File: src/rtl/axi_pkg.sv
// Shared AXI encodings, the write-responder state type and the 4 KB-crossing helper.
package axi_pkg;

  localparam logic [1:0] BURST_FIXED = 2'd0;
  localparam logic [1:0] BURST_INCR  = 2'd1;
  localparam logic [1:0] BURST_WRAP  = 2'd2;

  localparam logic [1:0] RESP_OKAY   = 2'd0;
  localparam logic [1:0] RESP_SLVERR = 2'd2;

  localparam logic [2:0] SIZE_16B    = 3'h4;

  typedef enum logic [1:0] {
    ST_IDLE,
    ST_DATA,
    ST_DRAIN,
    ST_RESP
  } wr_state_e;

  // 13-bit sum: a 4 KB page offset plus up to 256 beats of 16 bytes never overflows.
  function automatic logic crosses_4k(input logic [11:0] offset, input logic [7:0] len);
    logic [12:0] span;
    span = ({5'd0, len} + 13'd1) << 4;
    return ({1'b0, offset} + span) > 13'd4096;
  endfunction

endpackage

File: src/rtl/axi_burst_addr_gen.sv
// Burst address generator: holds start address, burst type, length and beat count,
// and flags the final beat and INCR bursts that would cross a 4 KB page.
module axi_burst_addr_gen
  import axi_pkg::*;
#(
  parameter int ADDR_W = 64
) (
  input  logic              clk,
  input  logic              rst,
  input  logic              load,
  input  logic              step,
  input  logic [ADDR_W-1:0] ld_addr,
  input  logic [1:0]        ld_burst,
  input  logic [7:0]        ld_len,
  output logic [ADDR_W-1:0] cur_addr,
  output logic              last_beat,
  output logic              cross_4k
);

  logic [ADDR_W-1:0] addr_q, addr_d;
  logic [1:0]        burst_q, burst_d;
  logic [7:0]        len_q, len_d;
  logic [7:0]        cnt_q, cnt_d;

  always_comb begin
    addr_d  = addr_q;
    burst_d = burst_q;
    len_d   = len_q;
    cnt_d   = cnt_q;
    if (load) begin
      addr_d  = ld_addr;
      burst_d = ld_burst;
      len_d   = ld_len;
      cnt_d   = '0;
    end else if (step) begin
      cnt_d = cnt_q + 8'd1;
      // FIXED bursts keep hitting the same address; address wraps modulo ADDR_W bits.
      if (burst_q == BURST_INCR) begin
        addr_d = addr_q + ADDR_W'(16);
      end
    end
  end

  always_ff @(posedge clk) begin
    if (rst) begin
      addr_q  <= '0;
      burst_q <= '0;
      len_q   <= '0;
      cnt_q   <= '0;
    end else begin
      addr_q  <= addr_d;
      burst_q <= burst_d;
      len_q   <= len_d;
      cnt_q   <= cnt_d;
    end
  end

  assign cur_addr  = addr_q;
  assign last_beat = (cnt_q == len_q);
  assign cross_4k  = (ld_burst == BURST_INCR) && crosses_4k(ld_addr[11:0], ld_len);

endmodule

File: src/rtl/axi_wr_rsp_ctlr.sv
// AXI4 write responder: one transaction at a time, bursts split into single-beat
// downstream writes with zero-latency pass-through, B carries ID and accumulated error.
module axi_wr_rsp_ctlr
  import axi_pkg::*;
#(
  parameter int ADDR_W = 64,
  parameter int ID_W   = 4,
  parameter int DATA_W = 128
) (
  input  logic                clk,
  input  logic                rst,
  input  logic [ADDR_W-1:0]   awaddr,
  input  logic [1:0]          awburst,
  input  logic [ID_W-1:0]     awid,
  input  logic [7:0]          awlen,
  input  logic [2:0]          awsize,
  input  logic                awvalid,
  output logic                awready,
  input  logic [DATA_W-1:0]   wdata,
  input  logic [DATA_W/8-1:0] wstrb,
  input  logic                wlast,
  input  logic                wvalid,
  output logic                wready,
  output logic [ID_W-1:0]     bid,
  output logic [1:0]          bresp,
  output logic                bvalid,
  input  logic                bready,
  output logic                WrValid,
  output logic [ADDR_W-1:0]   WrAddr,
  output logic [DATA_W-1:0]   WrData,
  output logic [DATA_W/8-1:0] WrStrb,
  input  logic                WrReady,
  input  logic                WrErr
);

  wr_state_e         state_q, state_d;
  logic [ID_W-1:0]   id_q, id_d;
  logic              err_q, err_d;
  logic              bad_q, bad_d;
  logic              load, step;
  logic              bad_req;
  logic [ADDR_W-1:0] cur_addr;
  logic              last_beat;
  logic              cross_4k;

  axi_burst_addr_gen #(
    .ADDR_W (ADDR_W)
  ) u_addr_gen (
    .clk       (clk),
    .rst       (rst),
    .load      (load),
    .step      (step),
    .ld_addr   (awaddr),
    .ld_burst  (awburst),
    .ld_len    (awlen),
    .cur_addr  (cur_addr),
    .last_beat (last_beat),
    .cross_4k  (cross_4k)
  );

  assign bad_req = (awsize != SIZE_16B) || (awburst == BURST_WRAP) ||
                   (awburst == 2'd3) || cross_4k;

  always_comb begin
    state_d = state_q;
    id_d    = id_q;
    err_d   = err_q;
    bad_d   = bad_q;
    load    = 1'b0;
    step    = 1'b0;
    awready = 1'b0;
    wready  = 1'b0;
    WrValid = 1'b0;
    bvalid  = 1'b0;
    case (state_q)
      ST_IDLE: begin
        awready = 1'b1;
        if (awvalid) begin
          load    = 1'b1;
          id_d    = awid;
          err_d   = 1'b0;
          bad_d   = bad_req;
          state_d = bad_req ? ST_DRAIN : ST_DATA;
        end
      end
      ST_DATA: begin
        WrValid = wvalid;
        wready  = WrReady;
        if (wvalid && WrReady) begin
          step  = 1'b1;
          err_d = err_q | WrErr;
          // wlast must coincide exactly with the final counted beat; either mismatch is an error.
          if (last_beat) begin
            if (!wlast) err_d = 1'b1;
            state_d = wlast ? ST_RESP : ST_DRAIN;
          end else if (wlast) begin
            err_d   = 1'b1;
            state_d = ST_RESP;
          end
        end
      end
      ST_DRAIN: begin
        wready = 1'b1;
        if (wvalid && wlast) begin
          err_d   = 1'b1;
          state_d = ST_RESP;
        end
      end
      ST_RESP: begin
        bvalid = 1'b1;
        if (bready) state_d = ST_IDLE;
      end
      default: state_d = ST_IDLE;
    endcase
    // Handshake outputs are forced quiet for the whole reset cycle, whatever state is held.
    if (rst) begin
      awready = 1'b0;
      wready  = 1'b0;
      WrValid = 1'b0;
      bvalid  = 1'b0;
      load    = 1'b0;
      step    = 1'b0;
    end
  end

  always_ff @(posedge clk) begin
    if (rst) begin
      state_q <= ST_IDLE;
      id_q    <= '0;
      err_q   <= 1'b0;
      bad_q   <= 1'b0;
    end else begin
      state_q <= state_d;
      id_q    <= id_d;
      err_q   <= err_d;
      bad_q   <= bad_d;
    end
  end

  assign WrAddr = rst ? '0 : cur_addr;
  assign WrData = wdata;
  assign WrStrb = wstrb;
  assign bid    = rst ? '0 : id_q;
  assign bresp  = (!rst && (err_q || bad_q)) ? RESP_SLVERR : RESP_OKAY;

endmodule

File: config.mk
export PLATFORM = sky130hd
export DESIGN_NAME = axi_wr_rsp_ctlr
export DESIGN_NICKNAME = d
export VERILOG_FILES = /design/src/rtl/axi_pkg.sv /design/src/rtl/axi_burst_addr_gen.sv /design/src/rtl/axi_wr_rsp_ctlr.sv
export SDC_FILE = /design/constraint.sdc
export NUM_CORES = 1
export LEC_CHECK = 0
export BUFFER_PORTS_ARGS = -buffer_cell sky130_fd_sc_hd__buf_4
export CAP_MARGIN = 20
export CORE_AREA = 2 2 175 177
export DETAILED_ROUTE_END_ITERATION = 8
export DIE_AREA = 0 0 177 179
export PLACE_DENSITY = 0.52
export SLEW_MARGIN = 20
export SYNTH_ARGS = -nofsm -noshare
export SYNTH_HDL_FRONTEND = slang
export SYNTH_SLANG_ARGS = --single-unit
File: constraint.sdc
create_clock -name clk -period 6.6 [get_ports clk]
set_input_delay 0.33 -clock clk [delete_from_list [all_inputs] [get_ports clk]]
set_output_delay 0.33 -clock clk [all_outputs]
set_load 0.05 [all_outputs]
Word level (Yosys, flattened, before mapping) --
Cells that the tools add are included.
Storage, ports and cells: register bits 90, bits in latches 0, memory bits (writable) 0, ROM bits 0, input port bits 233, output and inout port bits 218, word-level logic and storage cells 82, memories kept 0
Operators by class: $add $sub $neg 4, multiply operators 0, divide/modulo/power cells 0, magnitude comparators 1, eq/ne operators 14, shift operators 0, muxes and demuxes 36, bitwise logic cells 1, reduce and logical (&&, ||, !) cells 18
Operators with widths (number):
- $mux 64 | 4
- $add 64x5->64 const B | 1
- $mux 1 | 20
- $mux 2 | 8
- $add 12x13->13 | 1
- $gt 13x13->1 const B | 1
- $add 8x1->9 const B | 1
- $add 8x1->8 const B | 1
- $eq 2x2->1 const B | 4
- $eq 8x8->1 | 1
- $ne 2x2->1 const B | 4
- $pmux 2 s4 | 1
- $eq 2x1->1 const B | 3
- $ne 3x3->1 const B | 2
- $reduce_and 5->1 | 1
- $logic_and 1x1->1 | 4
- $logic_or 1x1->1 | 4
- $mux 4 | 1
- $reduce_and 2->1 | 2
- $reduce_and 4->1 | 1
- $reduce_bool 2->1 | 2
- $pmux 1 s3 | 1
- $reduce_bool 3->1 | 1
- $logic_not 2->1 | 1
- other kinds (4) | 4

Longest topological paths before layout --
depth in word-level cells 8, depth in mapped cells 10, depth with buffers taken out 10

Modules after synthesis --
A second synthesis with hierarchy kept.
Second synthesis, totals: cell total of the unflattened synthesis 917, area, all modules 7135.6 um^2
Modules (own cells, without submodules):
- axi_burst_addr_gen | times used 1, cells an instance 623, area each 5018.6 um^2, seq. area each 1641.6 um^2
- axi_wr_rsp_ctlr | times used 1, cells an instance 294, area each 2117.0 um^2, seq. area each 160.2 um^2

Least setup slack after synthesis --
Ideal clock, no wire load.
kind input-to-reg, start point in awlen[0], end point reg bad_q, library setup time 0.136 ns, data arrival time 2.417 ns, data required time 6.464 ns, slack 4.047 ns, cell stages on the path 8, path buffers 0, cells stage by stage ha_1 -> inv_1 -> fa_1 -> nor4b_1 -> nand4_1 -> or4_1 -> nor4_1 -> o21ai_0
On the way: longest elaborated chain between the ends 5
Ends and longest elaborated chain:
- from (decl) | RTL line axi_wr_rsp_ctlr.sv:15 | input logic [7:0] awlen,
- $add 8x1->9 | RTL line axi_pkg.sv:23 | span = ({5'd0, len} + 13'd1) << 4;
- $add 12x13->13 | RTL line axi_pkg.sv:24 | return ({1'b0, offset} + span) > 13'd4096;
- $gt 13x13->1 | RTL line axi_pkg.sv:24
- $logic_and 1x1->1 | RTL line axi_burst_addr_gen.sv:60 | assign cross_4k = (ld_burst == BURST_INCR) && crosses_4k(ld_addr[11:0], ld_len);
- $logic_or 1x1->1 | RTL line axi_wr_rsp_ctlr.sv:62 | (awburst == 2'd3) || cross_4k;
- to (signal assigned) | RTL line axi_wr_rsp_ctlr.sv:131 | bad_q <= 1'b0;
- to (signal assigned) | RTL line axi_wr_rsp_ctlr.sv:136 | bad_q <= bad_d;
- to (decl) | RTL line axi_wr_rsp_ctlr.sv:39 | logic bad_q, bad_d;
Every way passes these cells. A chain may end at the register's enable or synchronous reset.

Worst setup path in the final report --
start point reg state_q[1], end point reg u_addr_gen.addr_q[58] (netlist: u_addr_gen.cur_addr[58])
On the way: longest elaborated chain between the ends 5, elaborated cells on any way between the ends 10
Ends and longest elaborated chain:
- from (decl) | RTL line axi_wr_rsp_ctlr.sv:36 | wr_state_e state_q, state_d;
- from (signal assigned) | RTL line axi_wr_rsp_ctlr.sv:133 | state_q <= state_d;
- $eq 2x1->1 / $logic_not 2->1 (equally long branches) | RTL line axi_wr_rsp_ctlr.sv:75 | case (state_q)
- $mux 1 | RTL line axi_wr_rsp_ctlr.sv:75
- $mux 1 | RTL line axi_wr_rsp_ctlr.sv:116 | if (rst) begin
- $reduce_bool 2->1 (no source line)
- $reduce_and 2->1 (no source line)
- to (signal assigned) | RTL line axi_burst_addr_gen.sv:51 | addr_q <= addr_d;
- to (decl) | RTL line axi_burst_addr_gen.sv:20 | logic [ADDR_W-1:0] addr_q, addr_d;
Several ways; a longest one is shown, not always the timed one.

==> results.py <==
metrics = {
    "floorplanning": {
        "die_x_um": 177,
        "ios": 451,
        "die-height_um": 179,
        "coreArea_sq_um": 30000,
        "dieArea_sq_um": 31700,
        "num_rows": 64,
        "initial_utilization_pct": 22.6,
    },
    "setup_path": {
        "cp_data_required_time_ns": 6.86,
        "cp_slowest_cell": "and4b_1",
        "rrSetupSlack_ns": 3.56,
        "critPathKind": "flop to flop",
        "cpMostUsedCell": "nand4_1",
        "crit_arrival_ns": 3.31,
        "crit_fanout": 13,
        "path_cells": "inv_1, ha_1, and4b_1, nand4_1, nor4_4, nand4_1, or3_1, a311oi_1",
        "start_kind": "flop",
        "slowest_delay_ns": 0.60,
        "endpoint_kind": "flop",
    },
    "sta": {
        "setup_ws_ns": 3.56,
        "tns_ns": 0,
        "rsz0062_at_grt": "no",
        "hold_viol": 0,
        "timing.slew.headroom_pct": 39.1,
        "setup_viol": 0,
        "max_freq_mhz": 328,
        "tightest_slew_ns": 0.913,
        "fin_worst_skew_ns": 0.00998,
        "period_needed_ns": 3.04,
        "timing.final.crit_share_pct": 46.1,
        "drv_slew": 0,
    },
    "synthesis": {
        "synth_area_per_cell_sq_um": 7.81,
        "synth_top_flop_cell": "dfxtp_1",
        "synth_edf_count": 0,
        "synth_mux_area_share_pct": 0.739,
        "synth-simple-area-share_pct": 28.4,
        "ys_ff_latch": 90,
        "synth_xor_area_share_pct": 9.44,
        "syn_inst": 868,
        "synth_top_family_by_area": "simple AND/OR/NAND/NOR gates",
        "syn-num-nets": 1120,
        "seq_area_frac_synth_pct": 26.6,
        "synth.yosys.warnings": 0,
        "synth.cell_area_sq_um": 6780,
        "synth-async-reset-ratio_pct": 0,
        "synth_compound_area_share_pct": 11.9,
        "synth.distinct_cells": 59,
        "synthAdderAreaFrac_pct": 3.62,
    },
    "pwr": {
        "power_w": 0.00218,
        "ir_worst_vdd_mv": 0.148,
        "p_leak_nw": 3.02,
        "power.density_nw_per_um2": 289,
    },
    "clock_tree": {
        "htreeDepth": 3,
        "insertion_delay_ns": 0.35,
        "cts.sinks": 90,
        "cts.hold.buffers_added": 0,
        "cts_buffer_depth": 2,
        "post_cts_resized": 0,
        "post_cts_buffers": 0,
        "cts_tree": "yes",
        "numCtsBuffers": 9,
        "clk_pin_slew_worst_paths_ns": 0.07,
        "clock_tree.root_cell": "clkbuf_16",
    },
    "global_route": {
        "grt_max_degree": 72,
        "grt_overflow": 0,
        "grtUsageTotal_pct": 12.6,
        "antenna_found_initial": 0,
        "grt_pass1_vias": 5644,
        "grt_pass1_wl_mm": 31.0,
    },
    "detailed_routing": {
        "drtPass1Iterations": 4,
        "wl_mm": 20.4,
        "ant_nets": 0,
        "drc": 0,
        "via_per_inst": 4.54,
        "drt_iter0_drc": 377,
        "wl_per_cell_um": 16.2,
        "num_vias": 5727,
    },
    "final_layout": {
        "fin_area_sq_um": 7560,
        "layout_common_cells": "165 x buf_4, 90 x dfxtp_1, 87 x nor2_1, 71 x nor2b_1, 70 x nand2_1",
        "utilization_pct": 25.2,
        "n_antenna_cell": 0,
        "final_common_cell": "buf_4",
        "fin_nets": 1113,
        "areaGrowthSynthToFinish_pct": 11.5,
        "drive_above_1_share_pct": 22.2,
    },
    "placement": {
        "gp_congestion": 0.802,
        "dp_hpwl_mm": 15.7,
        "io_buffers": 161,
        "place_ws_ns": 3.40,
        "place_area_sq_um": 7280,
    },
    "worst_hold_path": {
        "hold_path_class": "input pin to flop",
    },
    "status": {
        "status": "completed",
    },
    "job": {
        "max_cap_violations": 0,
    },
}
-- layer usage --
layer,vias up,routed length [um],GRT usage [%]
li1,2815,-,-
met1,2660,8750,14.9
met2,175,9400,20.6
met3,77,1350,3.12
met4,0,919,7.99
met5,-,0,0
-- cells in the mapped netlist (2+ instances only) --
library cell | number | area share (%)
a211oi_1 | 51 | 5.7
a21oi_1 | 24 | 1.8
a311oi_1 | 7 | 0.90
a31oi_1 | 4 | 0.37
and2_1 | 10 | 0.92
and3_1 | 21 | 1.9
and4_1 | 7 | 0.90
buf_1 | 2 | 0.11
buf_2 | 2 | 0.15
buf_4 | 147 | 16
clkbuf_1 | 32 | 1.8
dfxtp_1 | 90 | 27
ha_1 | 18 | 3.3
inv_1 | 17 | 0.94
mux2i_1 | 5 | 0.74
nand2_1 | 71 | 3.9
nand3_1 | 27 | 2.0
nand4_1 | 27 | 2.5
nor2_1 | 87 | 4.8
nor2b_1 | 71 | 6.6
nor3_1 | 5 | 0.37
nor4_1 | 7 | 0.65
nor4_4 | 2 | 0.63
nor4b_1 | 2 | 0.26
o211ai_1 | 2 | 0.22
o21a_1 | 2 | 0.22
o21ai_0 | 14 | 1.0
o22ai_1 | 2 | 0.18
o31ai_1 | 2 | 0.22
or2_2 | 2 | 0.18
or3_1 | 9 | 0.83
xnor2_1 | 20 | 2.6
xor2_1 | 53 | 6.9
-- registers in the layout, summed over array words and instances, names as in the netlist --
signal               flops
state_q                  2
u_addr_gen.cur_addr     64
bad_q                    1
u_addr_gen.len_q         8
u_addr_gen.burst_q       2
err_q                    1
u_addr_gen.cnt_q         8
id_q                     4
-- critical path, delay by kind of cell, from the launching register on --
| family | cells | cell delay [ns] |
|---|---|---|
| AOI/OAI and AO/OA | 1 | 0.24 |
| DFF | 1 | 0.35 |
| adders and majority gates | 1 | 0.26 |
| and+or+nand+nor | 5 | 2.00 |
| buffers and inverters | 1 | 0.11 |
-- worst paths after layout --
check,startpoint,endpoint,cells after the start
hold reg to reg,id_q[3],id_q[3],2
setup reg to reg,state_q[1],u_addr_gen.cur_addr[58],8
hold / removal,awaddr[27],u_addr_gen.cur_addr[27],3
setup / recovery,state_q[1],u_addr_gen.cur_addr[58],8
-- layout make-up --
class	count	area, sq um
Multi-Input combinational cell	578	3680
Sequential cell	90	1800
Inverter	17	63.8
Fill cell	3329	22500
Timing Repair Buffer	165	1240
Clock inverter	4	33.8
Tap cell	396	495
Clock buffer	12	246
-- stage by stage --
| stage | cells | hold slack [ns] |
|---|---|---|
| floorplan | 868 | 0.432 |
| global placement | 1246 | 0.439 |
| detailed placement | 1246 | 0.443 |
| CTS | 1262 | 0.162 |
| global route | 1262 | 0.177 |
| finish | 1262 | 0.175 |
-- cells by family after synthesis --
family                     count (synthesis)
other                                      1
adders and majority gates                 19
DFF                                       90
AOI/OAI and AO/OA                        118
muxes                                      5
xor gates and xnor gates                  73
buffers and inverters                    200
and+or+nand+nor                          362
-- power by group --
group	switching (W)	total [W]	internal [W]
sequential	0.000129	0.000792	0.000662
clock	0.000246	0.000516	0.000270
combinational	0.000553	0.000876	0.000323
No activity file was read; power rests on OpenSTA's default activity.
